===== config.mk =====
export PLATFORM = sky130hd
export DESIGN_NAME = ram_lsu_master
export DESIGN_NICKNAME = d
export VERILOG_FILES = /design/src/rtl/ram_lsu_master.sv
export SDC_FILE = /design/constraint.sdc
export NUM_CORES = 1
export LEC_CHECK = 0
export CAP_MARGIN = 10
export CORE_MARGIN = 3
export CORE_UTILIZATION = 45
export CTS_CLUSTER_SIZE = 24
export DETAILED_ROUTE_END_ITERATION = 6
export PLACE_DENSITY_LB_ADDON = 0.1
export RECOVER_POWER = 100
export SLEW_MARGIN = 15
export SYNTH_ARGS = -nofsm -noshare
export SYNTH_HDL_FRONTEND = slang
export SYNTH_SLANG_ARGS = --single-unit

===== constraint.sdc =====
create_clock -name clk -period 4.15 [get_ports clk]
set_clock_uncertainty 0.15 [all_clocks]
set_input_delay 0.6225 -clock clk [delete_from_list [all_inputs] [get_ports clk]]
set_output_delay 0.6225 -clock clk [all_outputs]
set_load 0.03 [all_outputs]

===== src/rtl/ram_lsu_master.sv =====
// Load/store initiator for one byte-enable block RAM port: splits, merges and extends accesses.
// Define LSU_MISALIGN_SPLIT_EN to split row-crossing requests; otherwise they are rejected.

module ram_lsu_master #(
  parameter int unsigned SCALE = 10
) (
  input  logic             clk,
  input  logic             rst,
  input  logic             req_valid,
  output logic             req_ready,
  input  logic             req_we,
  input  logic [1:0]       req_size,
  input  logic             req_unsigned,
  input  logic [SCALE-1:0] req_addr,
  input  logic [31:0]      req_wdata,
  output logic             rsp_valid,
  output logic [31:0]      rsp_rdata,
  output logic             rsp_err,
  output logic             ram_oe,
  output logic [SCALE-1:0] ram_addr,
  output logic [31:0]      ram_wdata,
  output logic [3:0]       ram_we,
  input  logic [31:0]      ram_rdata
);

  localparam int unsigned RW = SCALE - 2;

`ifdef LSU_MISALIGN_SPLIT_EN
  localparam int unsigned NumAcc = 3;
`else
  localparam int unsigned NumAcc = 1;
`endif

  typedef enum logic [1:0] {StIdle, StAcc, StDrain, StResp} state_e;

  function automatic logic [31:0] lane_bits(input logic [3:0] m);
    return {{8{m[3]}}, {8{m[2]}}, {8{m[1]}}, {8{m[0]}}};
  endfunction

  state_e state_q, state_d;

  logic          accept;
  logic [3:0]    size_mask;
  logic [7:0]    span;
  logic [5:0]    req_sh;
  logic [RW-1:0] row0;
  logic [31:0]   wrot;
  logic          p_err;
  logic [3:0]    p_mask [NumAcc];

  // Latched request context
  logic          we_q, uns_q, err_q;
  logic [1:0]    size_q, k_q;
  logic [3:0]    mask_q [NumAcc];

`ifdef LSU_MISALIGN_SPLIT_EN
  logic [1:0]    p_cnt;
  logic [1:0]    acc_idx_q, acc_cnt_q, nxt_idx;
  logic [3:0]    nxt_mask;
  logic [RW-1:0] row1_q;
  logic [31:0]   wrot_q;
`endif

  // Load assembly
  logic [3:0]    cur_mask, rd_mask_q, rd_mask_d;
  logic          last_acc;
  logic [31:0]   data_q, data_d, merged, ordered, load_ext;
  logic [5:0]    k_sh;

  // Registered outputs
  logic             req_ready_q, req_ready_d;
  logic             rsp_valid_q, rsp_valid_d;
  logic             rsp_err_q, rsp_err_d;
  logic [31:0]      rsp_rdata_q, rsp_rdata_d;
  logic             ram_oe_q, ram_oe_d;
  logic [SCALE-1:0] ram_addr_q, ram_addr_d;
  logic [31:0]      ram_wdata_q, ram_wdata_d;
  logic [3:0]       ram_we_q, ram_we_d;

  assign accept = req_valid && req_ready_q;

  // Access plan for the offered request; lanes past byte 3 belong to the next row.
  always_comb begin
    case (req_size)
      2'd0:    size_mask = 4'b0001;
      2'd1:    size_mask = 4'b0011;
      2'd2:    size_mask = 4'b1111;
      default: size_mask = 4'b0000;
    endcase
    span      = {4'b0000, size_mask} << req_addr[1:0];
    req_sh    = {1'b0, req_addr[1:0], 3'b000};
    wrot      = (req_wdata << req_sh) | (req_wdata >> (6'd32 - req_sh));
    row0      = req_addr[SCALE-1:2];
    p_mask[0] = span[3:0];
`ifdef LSU_MISALIGN_SPLIT_EN
    p_err     = (req_size == 2'd3);
    p_mask[1] = span[7:4];
    p_mask[2] = 4'b0000;
    p_cnt     = 2'd1;
    // The RAM port rejects 0111, so that pattern goes out as 0011 then 0100.
    if (span[7:4] == 4'b0111) begin
      p_mask[1] = 4'b0011;
      p_mask[2] = 4'b0100;
      p_cnt     = 2'd3;
    end else if (span[7:4] != 4'b0000) begin
      p_cnt = 2'd2;
    end
`else
    p_err = (req_size == 2'd3) || (span[7:4] != 4'b0000);
`endif
  end

  always_comb begin
`ifdef LSU_MISALIGN_SPLIT_EN
    cur_mask = mask_q[acc_idx_q];
    last_acc = (acc_idx_q == acc_cnt_q - 2'd1);
    nxt_idx  = acc_idx_q + 2'd1;
    nxt_mask = mask_q[nxt_idx];
`else
    cur_mask = mask_q[0];
    last_acc = 1'b1;
`endif
  end

  // State register
  always_ff @(posedge clk or negedge rst) begin
    if (!rst) begin
      state_q <= StIdle;
    end else begin
      state_q <= state_d;
    end
  end

  // Next state
  always_comb begin
    state_d = state_q;
    unique case (state_q)
      StIdle:  if (accept) state_d = p_err ? StDrain : StAcc;
      StAcc:   if (last_acc) state_d = StDrain;
      StDrain: state_d = StResp;
      StResp:  state_d = StIdle;
      default: state_d = StIdle;
    endcase
  end

  // Read data from the previous cycle's access lands in its own lanes only.
  always_comb begin
    merged    = (data_q & ~lane_bits(rd_mask_q)) | (ram_rdata & lane_bits(rd_mask_q));
    data_d    = accept ? 32'h0 : merged;
    rd_mask_d = (state_q == StAcc && !we_q) ? cur_mask : 4'b0000;
    k_sh      = {1'b0, k_q, 3'b000};
    ordered   = (merged >> k_sh) | (merged << (6'd32 - k_sh));
    case (size_q)
      2'd0:    load_ext = uns_q ? {24'h0, ordered[7:0]} : {{24{ordered[7]}}, ordered[7:0]};
      2'd1:    load_ext = uns_q ? {16'h0, ordered[15:0]} : {{16{ordered[15]}}, ordered[15:0]};
      default: load_ext = ordered;
    endcase
  end

  // Output next-state values
  always_comb begin
    req_ready_d = 1'b0;
    rsp_valid_d = 1'b0;
    rsp_err_d   = 1'b0;
    rsp_rdata_d = 32'h0;
    ram_oe_d    = 1'b0;
    ram_addr_d  = '0;
    ram_wdata_d = 32'h0;
    ram_we_d    = 4'b0000;
    unique case (state_q)
      StIdle: begin
        if (!accept) begin
          req_ready_d = 1'b1;
        end else if (!p_err) begin
          ram_oe_d    = 1'b1;
          ram_addr_d  = {row0, 2'b00};
          ram_we_d    = req_we ? p_mask[0] : 4'b0000;
          ram_wdata_d = req_we ? (wrot & lane_bits(p_mask[0])) : 32'h0;
        end
      end
      StAcc: begin
`ifdef LSU_MISALIGN_SPLIT_EN
        if (!last_acc) begin
          ram_oe_d    = 1'b1;
          ram_addr_d  = {row1_q, 2'b00};
          ram_we_d    = we_q ? nxt_mask : 4'b0000;
          ram_wdata_d = we_q ? (wrot_q & lane_bits(nxt_mask)) : 32'h0;
        end
`endif
      end
      StDrain: begin
        rsp_valid_d = 1'b1;
        rsp_err_d   = err_q;
        rsp_rdata_d = (err_q || we_q) ? 32'h0 : load_ext;
      end
      StResp: req_ready_d = 1'b1;
      default: ;
    endcase
  end

  always_ff @(posedge clk or negedge rst) begin
    if (!rst) begin
      we_q      <= 1'b0;
      uns_q     <= 1'b0;
      err_q     <= 1'b0;
      size_q    <= 2'd0;
      k_q       <= 2'd0;
      data_q    <= 32'h0;
      rd_mask_q <= 4'b0000;
      for (int i = 0; i < NumAcc; i++) mask_q[i] <= 4'b0000;
`ifdef LSU_MISALIGN_SPLIT_EN
      acc_idx_q <= 2'd0;
      acc_cnt_q <= 2'd0;
      row1_q    <= '0;
      wrot_q    <= 32'h0;
`endif
    end else begin
      data_q    <= data_d;
      rd_mask_q <= rd_mask_d;
      if (accept) begin
        we_q   <= req_we;
        uns_q  <= req_unsigned;
        err_q  <= p_err;
        size_q <= req_size;
        k_q    <= req_addr[1:0];
        for (int i = 0; i < NumAcc; i++) mask_q[i] <= p_mask[i];
`ifdef LSU_MISALIGN_SPLIT_EN
        acc_idx_q <= 2'd0;
        acc_cnt_q <= p_cnt;
        row1_q    <= row0 + RW'(1);
        wrot_q    <= wrot;
`endif
      end
`ifdef LSU_MISALIGN_SPLIT_EN
      else if (state_q == StAcc && !last_acc) begin
        acc_idx_q <= nxt_idx;
      end
`endif
    end
  end

  always_ff @(posedge clk or negedge rst) begin
    if (!rst) begin
      req_ready_q <= 1'b0;
      rsp_valid_q <= 1'b0;
      rsp_err_q   <= 1'b0;
      rsp_rdata_q <= 32'h0;
      ram_oe_q    <= 1'b0;
      ram_addr_q  <= '0;
      ram_wdata_q <= 32'h0;
      ram_we_q    <= 4'b0000;
    end else begin
      req_ready_q <= req_ready_d;
      rsp_valid_q <= rsp_valid_d;
      rsp_err_q   <= rsp_err_d;
      rsp_rdata_q <= rsp_rdata_d;
      ram_oe_q    <= ram_oe_d;
      ram_addr_q  <= ram_addr_d;
      ram_wdata_q <= ram_wdata_d;
      ram_we_q    <= ram_we_d;
    end
  end

  assign req_ready = req_ready_q;
  assign rsp_valid = rsp_valid_q;
  assign rsp_err   = rsp_err_q;
  assign rsp_rdata = rsp_rdata_q;
  assign ram_oe    = ram_oe_q;
  assign ram_addr  = ram_addr_q;
  assign ram_wdata = ram_wdata_q;
  assign ram_we    = ram_we_q;

endmodule


* Yosys cells after proc, flatten, opt, wreduce, memory -nomap -nowiden *
Index checks and enable logic that the tools add are counted.

word-level totals
  flip-flop bits (word level) = 131
  bits of input ports = 81
  output and inout bits = 82

operators by class
  bitwise logic cells = 7
  multiplexer cells = 29
  equality and inequality tests = 8
  add/sub/neg operators = 2
  shift operators = 5
  reduce and logical (&&, ||, !) cells = 9

operators by type and width
  cell                 count
  $mux 32              9
  $and 32x32->32       3
  $or 32x32->32        3
  $pmux 32 s2          1
  $not 32->32          1
  $shl 32x5->32        1
  $shl 32x6->32        1
  $shr 32x5->32        1
  $shr 32x6->32        1
  $mux 10              3
  $mux 4               5
  $pmux 4 s3           1
  $sub 6x5->6 const A  2
  $eq 2x2->1 const B   4
  $pmux 2 s4           1
  $shl 4x2->8          1
  $eq 2x1->1 const B   3
  $logic_not 2->1      3
  $mux 1               6
  $mux 2               2
  $reduce_bool 4->1    1
  $logic_and 1x1->1    2
  $logic_or 1x1->1     2
  $ne 2x2->1 const B   1
  other kinds (2)      2

* Depth between registers and ports, before layout *
Gate-level depths: netlist (run 1).

  depth in word-level cells = 9
  depth in mapped cells = 12
  depth with buffers taken out = 7

* Worst setup path after synthesis (run 1) *
No wires, ideal clock.

  path type = reg-to-reg
  start point = reg k_q[0]
  end point = reg rsp_rdata_q[21], in the netlist rsp_rdata[21]
  cell stages (with the launch flop) = 13
  data required time = 3867 ps
  slack = 1168 ps
  setup time = 133 ps
  arrival = 2699 ps
  cell sequence = dfrtp_1 inv_2 buf_2 clkbuf_1 buf_2 ha_1 or2_1 buf_2 o211ai_1 and4_4 a2111oi_4 buf_6 nor3_2

on the way
  longest elaborated chain between the ends = 7
  elaborated cells between the ends (all ways) = 9

ends and longest elaborated chain
  item                               line      source
  start: declaration                 53        logic [1:0] size_q, k_q;
  start signal: assignment           225       k_q <= req_addr[1:0];
  $sub 6x5->6                        152       ordered = (merged >> k_sh) | (merged << (6'd32 - k_sh));
  $shl 32x6->32                      152
  $or 32x32->32 (*)                  152
  $mux 32, on equally long branches  155, 154
  $pmux 32 s2 (*)                    153       case (size_q)
  $mux 32 (*)                        194       rsp_rdata_d = (err_q || we_q) ? 32'h0 : load_ext;
  $mux 32 (*)                        170       unique case (state_q)
  via rsp_rdata_d[21]                74        logic [31:0] rsp_rdata_q, rsp_rdata_d;
  end signal: assignment             256       rsp_rdata_q <= rsp_rdata_d;
  end: declaration                   74

The timed path passes the listed nets; every way through them passes the cells marked *.
A chain may end at the register's enable or synchronous reset.

* Worst setup path in the final report (run 1) *
  start point = in req_addr[1]
  end point = reg ram_wdata_q[31], in the netlist ram_wdata[31]

on the way
  longest elaborated chain between the ends = 8
  elaborated cells between the ends (all ways) = 12

ends and longest elaborated chain
  item                    line  source
  start: declaration      14    input logic [SCALE-1:0] req_addr,
  $sub 6x5->6             92    wrot = (req_wdata << req_sh) | (req_wdata >> (6'd32 - req_sh));
  $shr 32x6->32           92
  $or 32x32->32           92
  $and 32x32->32          178   ram_wdata_d = req_we ? (wrot & lane_bits(p_mask[0])) : 32'h0;
  $mux 32                 178
  $mux 32 (*)             174   end else if (!p_err) begin
  $mux 32 (*)             172   if (!accept) begin
  $mux 32 (*)             170
  via ram_wdata_d[31]     77    logic [31:0] ram_wdata_q, ram_wdata_d;
  end signal: assignment  259   ram_wdata_q <= ram_wdata_d;
  end: declaration        77

Marks and branches as above.

==> report_table.html, run 1 <==
<table>
<tr><th>Metric</th><th>Value</th></tr>
<tr><th colspan="2">Worst setup path</th></tr>
<tr><td>Required time of the critical path</td><td>4330 ps</td></tr>
<tr><td>Startpoint types</td><td>input pin</td></tr>
<tr><td>Cells along the critical path</td><td>dlygate4sd3_1, buf_4, inv_1, ha_1, o21ai_0, and2_0, a222oi_1, nor2_1</td></tr>
<tr><td>Type of element capturing the critical path</td><td>flop</td></tr>
<tr><td>Data arrival time of the worst path</td><td>around 3500 ps</td></tr>
<tr><td>Worst setup path class</td><td>input pin to flop</td></tr>
<tr><td>Crit-path max FO</td><td>16</td></tr>
<tr><td>Slowest stage cell, crit path</td><td>sky130_fd_sc_hd__dlygate4sd3_1</td></tr>
<tr><td>RR Startpoint</td><td>k_q[1]</td></tr>
<tr><td>Delay of the slowest cell on the worst path</td><td>about 700 ps</td></tr>
<tr><td>Worst r2r path cells</td><td>9</td></tr>
<tr><td>Worst reg2reg setup slack</td><td>about 960 ps</td></tr>
<tr><td>End of the worst register-to-register path</td><td>rsp_rdata[21]</td></tr>
<tr><th colspan="2">Logic synthesis</th></tr>
<tr><td>Biggest area consumer among synthesized cells</td><td>sky130_fd_sc_hd__dfrtp_1</td></tr>
<tr><td>Share of the yosys chip area belonging to registers</td><td>0.5062</td></tr>
<tr><td>Count of flip-flops with a built-in enable after synthesis</td><td>0</td></tr>
<tr><td>Dominant cells by area after synthesis</td><td>sky130_fd_sc_hd__dfrtp_1 (51%), sky130_fd_sc_hd__mux2_2 (5.5%), sky130_fd_sc_hd__mux2i_1 (5.0%)</td></tr>
<tr><td>Primary FF master, synth</td><td>sky130_fd_sc_hd__dfrtp_1</td></tr>
<tr><td>Synthesized area per cell</td><td>roughly 10 µm²</td></tr>
<tr><td>Share of the synthesized area in the top cell type</td><td>0.5062</td></tr>
<tr><td>Share of async-settable or async-resettable flops after synthesis</td><td>1.000</td></tr>
<tr><td>Count of unique library cells instantiated by Yosys</td><td>48</td></tr>
<tr><td>Flops &amp; latches, synth</td><td>around 130</td></tr>
<tr><td>Post-Syn Area</td><td>0.006377 mm²</td></tr>
<tr><td>Number of warning messages in the yosys log</td><td>0</td></tr>
<tr><td>Instance count of the mapped netlist</td><td>613</td></tr>
<tr><th colspan="2">Power and ir drop</th></tr>
<tr><td>Leakage dissipation</td><td>between 3 and 4 nW</td></tr>
<tr><td>Overall power consumption</td><td>approximately 5.3 mW</td></tr>
<tr><td>PD cells</td><td>roughly 600 mW/mm²</td></tr>
<tr><td>Maximum resistive drop on vdd</td><td>around 0.00045 V</td></tr>
<tr><th colspan="2">Clock tree</th></tr>
<tr><td>Maximum buffer depth of the clock tree</td><td>2</td></tr>
<tr><td>Number of H-tree levels</td><td>4</td></tr>
<tr><td>TritonCTS Sinks</td><td>129</td></tr>
<tr><td>Number of setup buffers added after CTS</td><td>0</td></tr>
<tr><td>Clock-pin slew on the worst setup and hold paths</td><td>about 60 ps</td></tr>
<tr><td>Root Buffer Master</td><td>sky130_fd_sc_hd__clkbuf_16</td></tr>
<tr><td>Worst skew pair latency</td><td>between 400 and 500 ps</td></tr>
<tr><td>Cts repair resizes</td><td>0</td></tr>
<tr><td># hold bufs at CTS</td><td>0</td></tr>
<tr><td>Clock tree from TritonCTS</td><td>built</td></tr>
<tr><td>Num CTS Buffers</td><td>17</td></tr>
<tr><th colspan="2">Routing</th></tr>
<tr><td>Number of nets still failing antenna checks after routing</td><td>0</td></tr>
<tr><td>Violation count after the first detailed-route iteration</td><td>501</td></tr>
<tr><td>DRC errors left</td><td>0</td></tr>
<tr><td>Post-detailed-route wirelength per cell</td><td>a little under 20 µm</td></tr>
<tr><td>Detailed-route wire length</td><td>about 19000 µm</td></tr>
<tr><td>Overall via count from detail_route</td><td>approximately 5500</td></tr>
<tr><td>First-pass iteration count of the detailed router</td><td>6</td></tr>
<tr><td>Vias per cell</td><td>roughly 5.8</td></tr>
<tr><th colspan="2">Timing</th></tr>
<tr><td>Final Cycle Share</td><td>0.7983</td></tr>
<tr><td>Slew Limit Headroom</td><td>-0.8631</td></tr>
<tr><td>Setup repair after global routing missed its margin</td><td>false</td></tr>
<tr><td>Final hold slack</td><td>around 320 ps</td></tr>
<tr><td>Number of slew-limit violations in the final report</td><td>between 50 and 60</td></tr>
<tr><td>Setup TNS</td><td>0 ps</td></tr>
<tr><td>Final hold vios</td><td>0</td></tr>
<tr><td>Fmax</td><td>between 0.3 and 0.4 GHz</td></tr>
<tr><td>Count of endpoints failing setup in the final report</td><td>0</td></tr>
<tr><td>Time the final worst path needs with I/O delays and setup</td><td>around 3300 ps</td></tr>
<tr><td>Worst slew pin tran</td><td>2795 ps</td></tr>
<tr><th colspan="2">Global routing</th></tr>
<tr><td>Pin count of the biggest net entering global routing</td><td>between 50 and 60</td></tr>
<tr><td>Overall routing resource usage</td><td>0.2395</td></tr>
<tr><td>Residual overflow from global routing</td><td>0</td></tr>
<tr><td>First-pass GRT wire length</td><td>about 30000 µm</td></tr>
<tr><td>Antenna violations before repair</td><td>0</td></tr>
<tr><td>Number of global-route vias before repair</td><td>between 5000 and 6000</td></tr>
<tr><th colspan="2">Flow run</th></tr>
<tr><td>Max-Cap Viols</td><td>1</td></tr>
<tr><th colspan="2">Run status</th></tr>
<tr><td>Violated checks</td><td>max-capacitance violations, max-slew violations</td></tr>
<tr><td>Result of the run</td><td>finished, violations left</td></tr>
<tr><th colspan="2">Finish</th></tr>
<tr><td>Most frequent cells in the layout</td><td>sky130_fd_sc_hd__dfrtp_1 (129), sky130_fd_sc_hd__dlygate4sd3_1 (83), sky130_fd_sc_hd__clkdlybuf4s50_1 (76), sky130_fd_sc_hd__nor2_1 (70)</td></tr>
<tr><td>Ratio of cells with drive above 1 in the final layout</td><td>0.1089</td></tr>
<tr><td>Final Util</td><td>0.6386</td></tr>
<tr><td>Number of nets at the end of the flow</td><td>between 800 and 900</td></tr>
<tr><td>Synthesis-to-finish area growth</td><td>35.77%</td></tr>
<tr><td>Total of fill cells in the finished design</td><td>about 1100</td></tr>
<tr><td>Antenna Diode Count</td><td>0</td></tr>
<tr><td>Leading cell type in the layout, fill and taps excluded</td><td>sky130_fd_sc_hd__dfrtp_1</td></tr>
<tr><td>Post-route insts no fill</td><td>947</td></tr>
<tr><th colspan="2">Floorplan</th></tr>
<tr><td>Die outline height</td><td>125.0 µm</td></tr>
<tr><td>X dimension of the die</td><td>roughly 130 µm</td></tr>
<tr><td>Starting utilization of the core area</td><td>0.4704</td></tr>
<tr><td>Cell Rows</td><td>42</td></tr>
<tr><td>Core box area</td><td>between 0.01 and 0.015 mm²</td></tr>
<tr><td>Area of the die</td><td>0.01564 mm²</td></tr>
<tr><td>Boundary Pins</td><td>about 160</td></tr>
<tr><th colspan="2">Placed design</th></tr>
<tr><td>Placed cell count</td><td>915</td></tr>
<tr><td>Placed wire-length estimate after detailed placement</td><td>around 13000 µm</td></tr>
<tr><td>Last weighted congestion value of the routability-driven placer</td><td>about 0.90</td></tr>
<tr><td>Number of port buffers</td><td>160</td></tr>
<tr><th colspan="2">Hold path</th></tr>
<tr><td>Instance count along the most critical hold path</td><td>2</td></tr>
<tr><td>Worst hold path startpoint</td><td>cur_mask[0]</td></tr>
<tr><td>Path type of the worst min-delay path</td><td>flop to flop</td></tr>
<tr><td>Hold Path Sink</td><td>cur_mask[0]</td></tr>
</table>
-- cells in the mapped netlist, types with 5 or more instances --
| cell | count |
|---|---|
| sky130_fd_sc_hd__a211oi_1 | 17 |
| sky130_fd_sc_hd__a21oi_1 | 24 |
| sky130_fd_sc_hd__a221oi_1 | 17 |
| sky130_fd_sc_hd__a222oi_1 | 8 |
| sky130_fd_sc_hd__a311oi_1 | 7 |
| sky130_fd_sc_hd__a31oi_1 | 8 |
| sky130_fd_sc_hd__and2_1 | 17 |
| sky130_fd_sc_hd__buf_2 | 5 |
| sky130_fd_sc_hd__buf_6 | 5 |
| sky130_fd_sc_hd__clkbuf_1 | 34 |
| sky130_fd_sc_hd__dfrtp_1 | 129 |
| sky130_fd_sc_hd__ha_1 | 8 |
| sky130_fd_sc_hd__inv_1 | 9 |
| sky130_fd_sc_hd__mux2_1 | 7 |
| sky130_fd_sc_hd__mux2_2 | 31 |
| sky130_fd_sc_hd__mux2i_1 | 32 |
| sky130_fd_sc_hd__nand2_1 | 42 |
| sky130_fd_sc_hd__nand3_1 | 5 |
| sky130_fd_sc_hd__nor2_1 | 65 |
| sky130_fd_sc_hd__nor2_2 | 8 |
| sky130_fd_sc_hd__nor2b_1 | 6 |
| sky130_fd_sc_hd__nor3_1 | 26 |
| sky130_fd_sc_hd__o21ai_0 | 38 |
| sky130_fd_sc_hd__o22ai_1 | 17 |
| sky130_fd_sc_hd__o32ai_1 | 8 |
-- worst max-delay path: cells and delay by family --
kind | cells | cell delay [ps]
AOI/OAI and AO/OA | 2 | 740
adders and majority gates | 1 | 330
buffers and inverters | 3 | 1160
and+or+nand+nor | 2 | 630
-- sequential cells by signal (all words and copies together), names as in the netlist, 4 cells and up --
register	flops
cur_mask	4
data_q	32
ram_addr	8
ram_wdata	32
ram_we	4
rd_mask_q	4
rsp_rdata	32
-- power by group --
group | internal (mW) | leakage, nW | switching, mW | total (mW)
Clock | 1.06 | 0.314 | 0.557 | 1.62
Combinational | 0.780 | 1.84 | 1.28 | 2.06
Sequential | 1.50 | 1.76 | 0.165 | 1.67
Total | 3.34 | 3.92 | 2.00 | 5.34
-- cells by family (layout without fill, tap and decap cells) --
group | count (synthesis) | in the layout | synth area share
compound gates | 158 | 158 | 0.1691
flops | 129 | 129 | 0.5062
buf+inv | 62 | 219 | 0.04453
other cells | 1 | 2 | 0.0005880
mux | 75 | 75 | 0.1326
simple gates | 180 | 180 | 0.1313
fa+ha+maj | 8 | 8 | 0.01570
-- through the flow --
step                      worst slack, ps  cell area, µm²
final                               837.1            8658
after global routing                492.7            8658
after global placement              996.4            8070
after detailed placement            829.2            8070
after floorplan                      1168            6381
after CTS                            1241            8717
-- area by class of cell --
type,count,area [µm²],share of cell area
inverter,13,48.80,0.005636
clock inverter,11,176.4,0.02038
sequential,129,3228,0.3728
clock buffer,21,470.5,0.05434
tap,176,220.2,0.02543
timing repair buffer,174,1693,0.1955
multi-input combinational,423,2821,0.3259
-- metal layers --
| layer | global-route usage | vias to the layer above | share of wire |
|---|---|---|---|
| met3 | 0.05757 | 37 | 0.059 |
| met2 | 0.4071 | 239 | 0.50 |
| li1 | - | 2517 | - |
| met1 | 0.2978 | 2691 | 0.41 |
| met4 | 0.08929 | 0 | 0.029 |
| met5 | 0 | - | 0 |
-- worst max path at each step --
stage / from / endpoint / slack [ps] / cells past startpoint
floorplan: k_q[0] / rsp_rdata[21] / 1170 / 12
global placement: req_addr[1] / ram_wdata[27] / 1000 / 8
detailed placement: req_addr[1] / ram_wdata[31] / 830 / 8
CTS: req_addr[1] / ram_wdata[31] / 1240 / 8
global route: rst / ram_wdata[24] / 490 / 2
finish: req_addr[1] / ram_wdata[31] / 840 / 8
No activity file was read; power rests on OpenSTA's default activity.
==> inputs of run 2 (changes only) <==
==> constraint.sdc (replaced) <==
create_clock -name clk -period 3 [get_ports clk]
set_clock_uncertainty 0.15 [all_clocks]
set_input_delay 0.45 -clock clk [delete_from_list [all_inputs] [get_ports clk]]
set_output_delay 0.45 -clock clk [all_outputs]
set_load 0.03 [all_outputs]
==> run 2 against run 1 <==
Effect of this change: the run still ends with max-capacitance violations, max-slew violations left; clock power is 40% higher; non-clock buffer count is 9 higher; combinational power is 45% higher; largest cell class unchanged; via count is 0.98% higher; final cell count is 0.95% higher; design area is 1.2% higher; register-to-register slack worse by 630 ps; power is 41% higher; die area stayed put; hold slack better by 7.6 ps; first-iteration DRC count is 23% higher; sequential share of layout area is 0.46 points lower.
==> report_table.html, run 2 (synthesis gave the netlist of run 1 again) <==
<table>
<tr><th>Metric</th><th>Value</th></tr>
<tr><th colspan="2">Run status</th></tr>
<tr><td>Result of the run</td><td>finished, violations left</td></tr>
<tr><td>Violated checks</td><td>max-capacitance violations, max-slew violations</td></tr>
<tr><th colspan="2">Power and ir drop</th></tr>
<tr><td>Leakage dissipation</td><td>3.961 nW (+1.1%)</td></tr>
<tr><td>PD cells</td><td>856.7 mW/mm² (+39%)</td></tr>
<tr><td>Maximum resistive drop on vdd</td><td>0.0006012 V (+33%)</td></tr>
<tr><th colspan="2">Global routing</th></tr>
<tr><td>Pin count of the biggest net entering global routing</td><td>51 (-5.6%)</td></tr>
<tr><td>First-pass GRT wire length</td><td>30460 µm (+1.7%)</td></tr>
<tr><td>Overall routing resource usage</td><td>0.2458 (+0.006274)</td></tr>
<tr><td>Number of global-route vias before repair</td><td>5564 (-0.73%)</td></tr>
<tr><td>Residual overflow from global routing</td><td>0 (unchanged)</td></tr>
<tr><td>Antenna violations before repair</td><td>0 (unchanged)</td></tr>
<tr><th colspan="2">Placed design</th></tr>
<tr><td>Setup WS pre-CTS</td><td>177.6 ps (-651.6 ps)</td></tr>
<tr><td>Placed wire-length estimate after detailed placement</td><td>13550 µm (+1.7%)</td></tr>
<tr><td>Number of port buffers</td><td>160 (unchanged)</td></tr>
<tr><td>Placed cell count</td><td>923 (+0.87%)</td></tr>
<tr><td>Last weighted congestion value of the routability-driven placer</td><td>0.8596 (-4.8%)</td></tr>
<tr><th colspan="2">Timing</th></tr>
<tr><td>Fmax</td><td>around 0.37 GHz</td></tr>
<tr><td>Count of endpoints failing setup in the final report</td><td>0 (unchanged)</td></tr>
<tr><td>Worst slew pin tran</td><td>1867 ps (-927.9 ps)</td></tr>
<tr><td>Number of slew-limit violations in the final report</td><td>32 (-41%)</td></tr>
<tr><td>Time the final worst path needs with I/O delays and setup</td><td>around 2700 ps</td></tr>
<tr><td>Setup TNS</td><td>0 ps (unchanged)</td></tr>
<tr><td>Fin worst setup slack</td><td>321.7 ps (-515.4 ps)</td></tr>
<tr><td>Final Cycle Share</td><td>0.8928</td></tr>
<tr><td>Setup repair after global routing missed its margin</td><td>false</td></tr>
<tr><td>Slew Limit Headroom</td><td>-0.2445 (+0.6186)</td></tr>
<tr><td>Final hold vios</td><td>0 (unchanged)</td></tr>
<tr><th colspan="2">Hold path</th></tr>
<tr><td>Hold Path Sink</td><td>cur_mask[0]</td></tr>
<tr><td>Path type of the worst min-delay path</td><td>flop to flop</td></tr>
<tr><td>Instance count along the most critical hold path</td><td>2 (unchanged)</td></tr>
<tr><td>Worst hold path startpoint</td><td>cur_mask[0]</td></tr>
<tr><th colspan="2">Worst setup path</th></tr>
<tr><td>Worst r2r path cells</td><td>8 (-1)</td></tr>
<tr><td>Data arrival time of the worst path</td><td>2870 ps (-630 ps)</td></tr>
<tr><td>Worst setup path class</td><td>input pin to flop</td></tr>
<tr><td>Type of element capturing the critical path</td><td>flop</td></tr>
<tr><td>Cells along the critical path</td><td>dlygate4sd3_1, inv_1, ha_1, o21ai_0, and2_0, a222oi_1, nor2_1</td></tr>
<tr><td>Slowest stage cell, crit path</td><td>sky130_fd_sc_hd__o21ai_0</td></tr>
<tr><td>End of the worst register-to-register path</td><td>rsp_rdata[20]</td></tr>
<tr><td>RR Startpoint</td><td>k_q[0]</td></tr>
<tr><td>Required time of the critical path</td><td>3190 ps (-1140 ps)</td></tr>
<tr><td>Startpoint types</td><td>input pin</td></tr>
<tr><td>Crit-path max FO</td><td>8 (-8)</td></tr>
<tr><td>Delay of the slowest cell on the worst path</td><td>650 ps (-50 ps)</td></tr>
<tr><td>Worst reg2reg setup slack</td><td>330 ps (-630 ps)</td></tr>
<tr><th colspan="2">Clock tree</th></tr>
<tr><td>Cts repair resizes</td><td>0 (unchanged)</td></tr>
<tr><td>Root Buffer Master</td><td>sky130_fd_sc_hd__clkbuf_16</td></tr>
<tr><td># hold bufs at CTS</td><td>1 (+1)</td></tr>
<tr><td>Maximum buffer depth of the clock tree</td><td>2 (unchanged)</td></tr>
<tr><td>Clock tree from TritonCTS</td><td>built</td></tr>
<tr><td>Number of H-tree levels</td><td>4 (unchanged)</td></tr>
<tr><td>TritonCTS Sinks</td><td>129 (unchanged)</td></tr>
<tr><td>Num CTS Buffers</td><td>17 (unchanged)</td></tr>
<tr><td>Clock-pin slew on the worst setup and hold paths</td><td>60 ps (about the same)</td></tr>
<tr><td>Worst skew pair latency</td><td>410 ps (about the same)</td></tr>
<tr><td>Number of setup buffers added after CTS</td><td>0 (unchanged)</td></tr>
<tr><th colspan="2">Finish</th></tr>
<tr><td>Most frequent cells in the layout</td><td>sky130_fd_sc_hd__dfrtp_1 (129), sky130_fd_sc_hd__dlygate4sd3_1 (84), sky130_fd_sc_hd__clkdlybuf4s50_1 (76), sky130_fd_sc_hd__nor2_1 (70)</td></tr>
<tr><td>Sequential cell area</td><td>0.003228 mm² (unchanged)</td></tr>
<tr><td>Antenna Diode Count</td><td>0 (unchanged)</td></tr>
<tr><td>Synthesis-to-finish area growth</td><td>37.45%</td></tr>
<tr><td>Ratio of cells with drive above 1 in the final layout</td><td>0.1218 (+0.01285)</td></tr>
<tr><td>Number of nets at the end of the flow</td><td>856 (+1.1%)</td></tr>
<tr><td>Area taken by multi-input logic gates</td><td>0.002844 mm² (+0.80%)</td></tr>
<tr><td>Leading cell type in the layout, fill and taps excluded</td><td>sky130_fd_sc_hd__dfrtp_1</td></tr>
<tr><td>Post-route insts no fill</td><td>956 (+0.95%)</td></tr>
<tr><td>Total of fill cells in the finished design</td><td>1091 (+0.46%)</td></tr>
<tr><th colspan="2">Routing</th></tr>
<tr><td>Met1 wire length</td><td>8030 µm (+6.3%)</td></tr>
<tr><td>Overall via count from detail_route</td><td>5538 (+0.98%)</td></tr>
<tr><td>Number of nets still failing antenna checks after routing</td><td>0 (unchanged)</td></tr>
<tr><td>DR WL met2</td><td>9514 µm (+2.2%)</td></tr>
<tr><td>Highest metal used</td><td>met4</td></tr>
<tr><td>Met3 routed WL</td><td>1035 µm (-5.8%)</td></tr>
<tr><td>First-pass iteration count of the detailed router</td><td>5 (-1)</td></tr>
<tr><td>Post-detailed-route wirelength per cell</td><td>19.93 µm (+2.0%)</td></tr>
<tr><td>DRC errors left</td><td>0 (unchanged)</td></tr>
<tr><td>Violation count after the first detailed-route iteration</td><td>615 (+23%)</td></tr>
<tr><td>Detailed-route wire length</td><td>19060 µm (+3.0%)</td></tr>
<tr><td>Vias per cell</td><td>5.793 (about the same)</td></tr>
<tr><th colspan="2">Floorplan</th></tr>
<tr><td>X dimension of the die</td><td>125.0 µm (unchanged)</td></tr>
<tr><td>Cell Rows</td><td>42 (unchanged)</td></tr>
<tr><td>Area of the die</td><td>0.01564 mm² (unchanged)</td></tr>
<tr><td>Boundary Pins</td><td>163 (unchanged)</td></tr>
<tr><td>Starting utilization of the core area</td><td>0.4704 (unchanged)</td></tr>
<tr><td>Core box area</td><td>0.01356 mm² (unchanged)</td></tr>
<tr><td>Die outline height</td><td>125.0 µm (unchanged)</td></tr>
<tr><th colspan="2">Flow run</th></tr>
<tr><td>Max-Cap Viols</td><td>1 (unchanged)</td></tr>
</table>
## run 2: cell count changes in the layout (fill, tap and decap cells not counted), sizes merged
| cell | before | now |
|---|---|---|
| buf | 12 | 19 |
| clkinvlp | 1 | 4 |
| clkinv | 5 | 3 |
| bufinv | 4 | 5 |
| clkbuf | 24 | 23 |
| dlygate4sd3 | 83 | 84 |
## run 2: stage by stage
stage / power [mW] / cell area [µm²] / util / hold slack [ps]
global route: 7.944 / 8766 / 0.6465 / 353.9
global placement: 5.232 / 8143 / 0.6006 / 268.1
CTS: 7.588 / 8803 / 0.6493 / 320.3
finish: 7.510 / 8766 / 0.6465 / 326.4
detailed placement: 5.308 / 8143 / 0.6006 / 278.3
floorplan: 4.386 / 6381 / - / 4.409
## run 2: metal layers
layer  track usage  up-vias
met5             0        -
met4       0.08737        0
met3       0.05373       35
met2        0.4059      246
met1        0.3214     2720
li1              -     2537
## run 2: worst max-delay path by stage
stage | start | end | slack [ps]
after CTS | k_q[0] | rsp_rdata[30] | 520
after detailed placement | req_size[0] | ram_wdata[15] | 180
after global routing | k_q[0] | rsp_rdata[23] | 190
after floorplan | k_q[0] | rsp_rdata[21] | 20
final | req_addr[0] | ram_wdata[28] | 320
after global placement | req_addr[0] | ram_wdata[11] | 310
## run 2: final cells by class
cell class,count,share of cell area
Tap cell,176,0.02512
Timing Repair Buffer,183,0.2024
Sequential cell,129,0.3683
Inverter,13,0.005567
Clock buffer,19,0.05053
Multi-Input combinational cell,423,0.3244
Clock inverter,13,0.02369
## run 2: where the power goes
part | switching [mW] | internal (mW) | total [mW] | leakage (nW)
Clock | 0.765 | 1.50 | 2.26 | 0.306
Combinational | 1.87 | 1.13 | 2.99 | 1.89
Sequential | 0.175 | 2.08 | 2.25 | 1.76
## run 2: critical path: cells and delay by family
family	cells	cell delay (ps)
AND/OR/NAND/NOR	2	630
buffers and inverters	2	620
AO/OA/AOI/OAI	2	840
adder cells (fa/ha/maj)	1	320
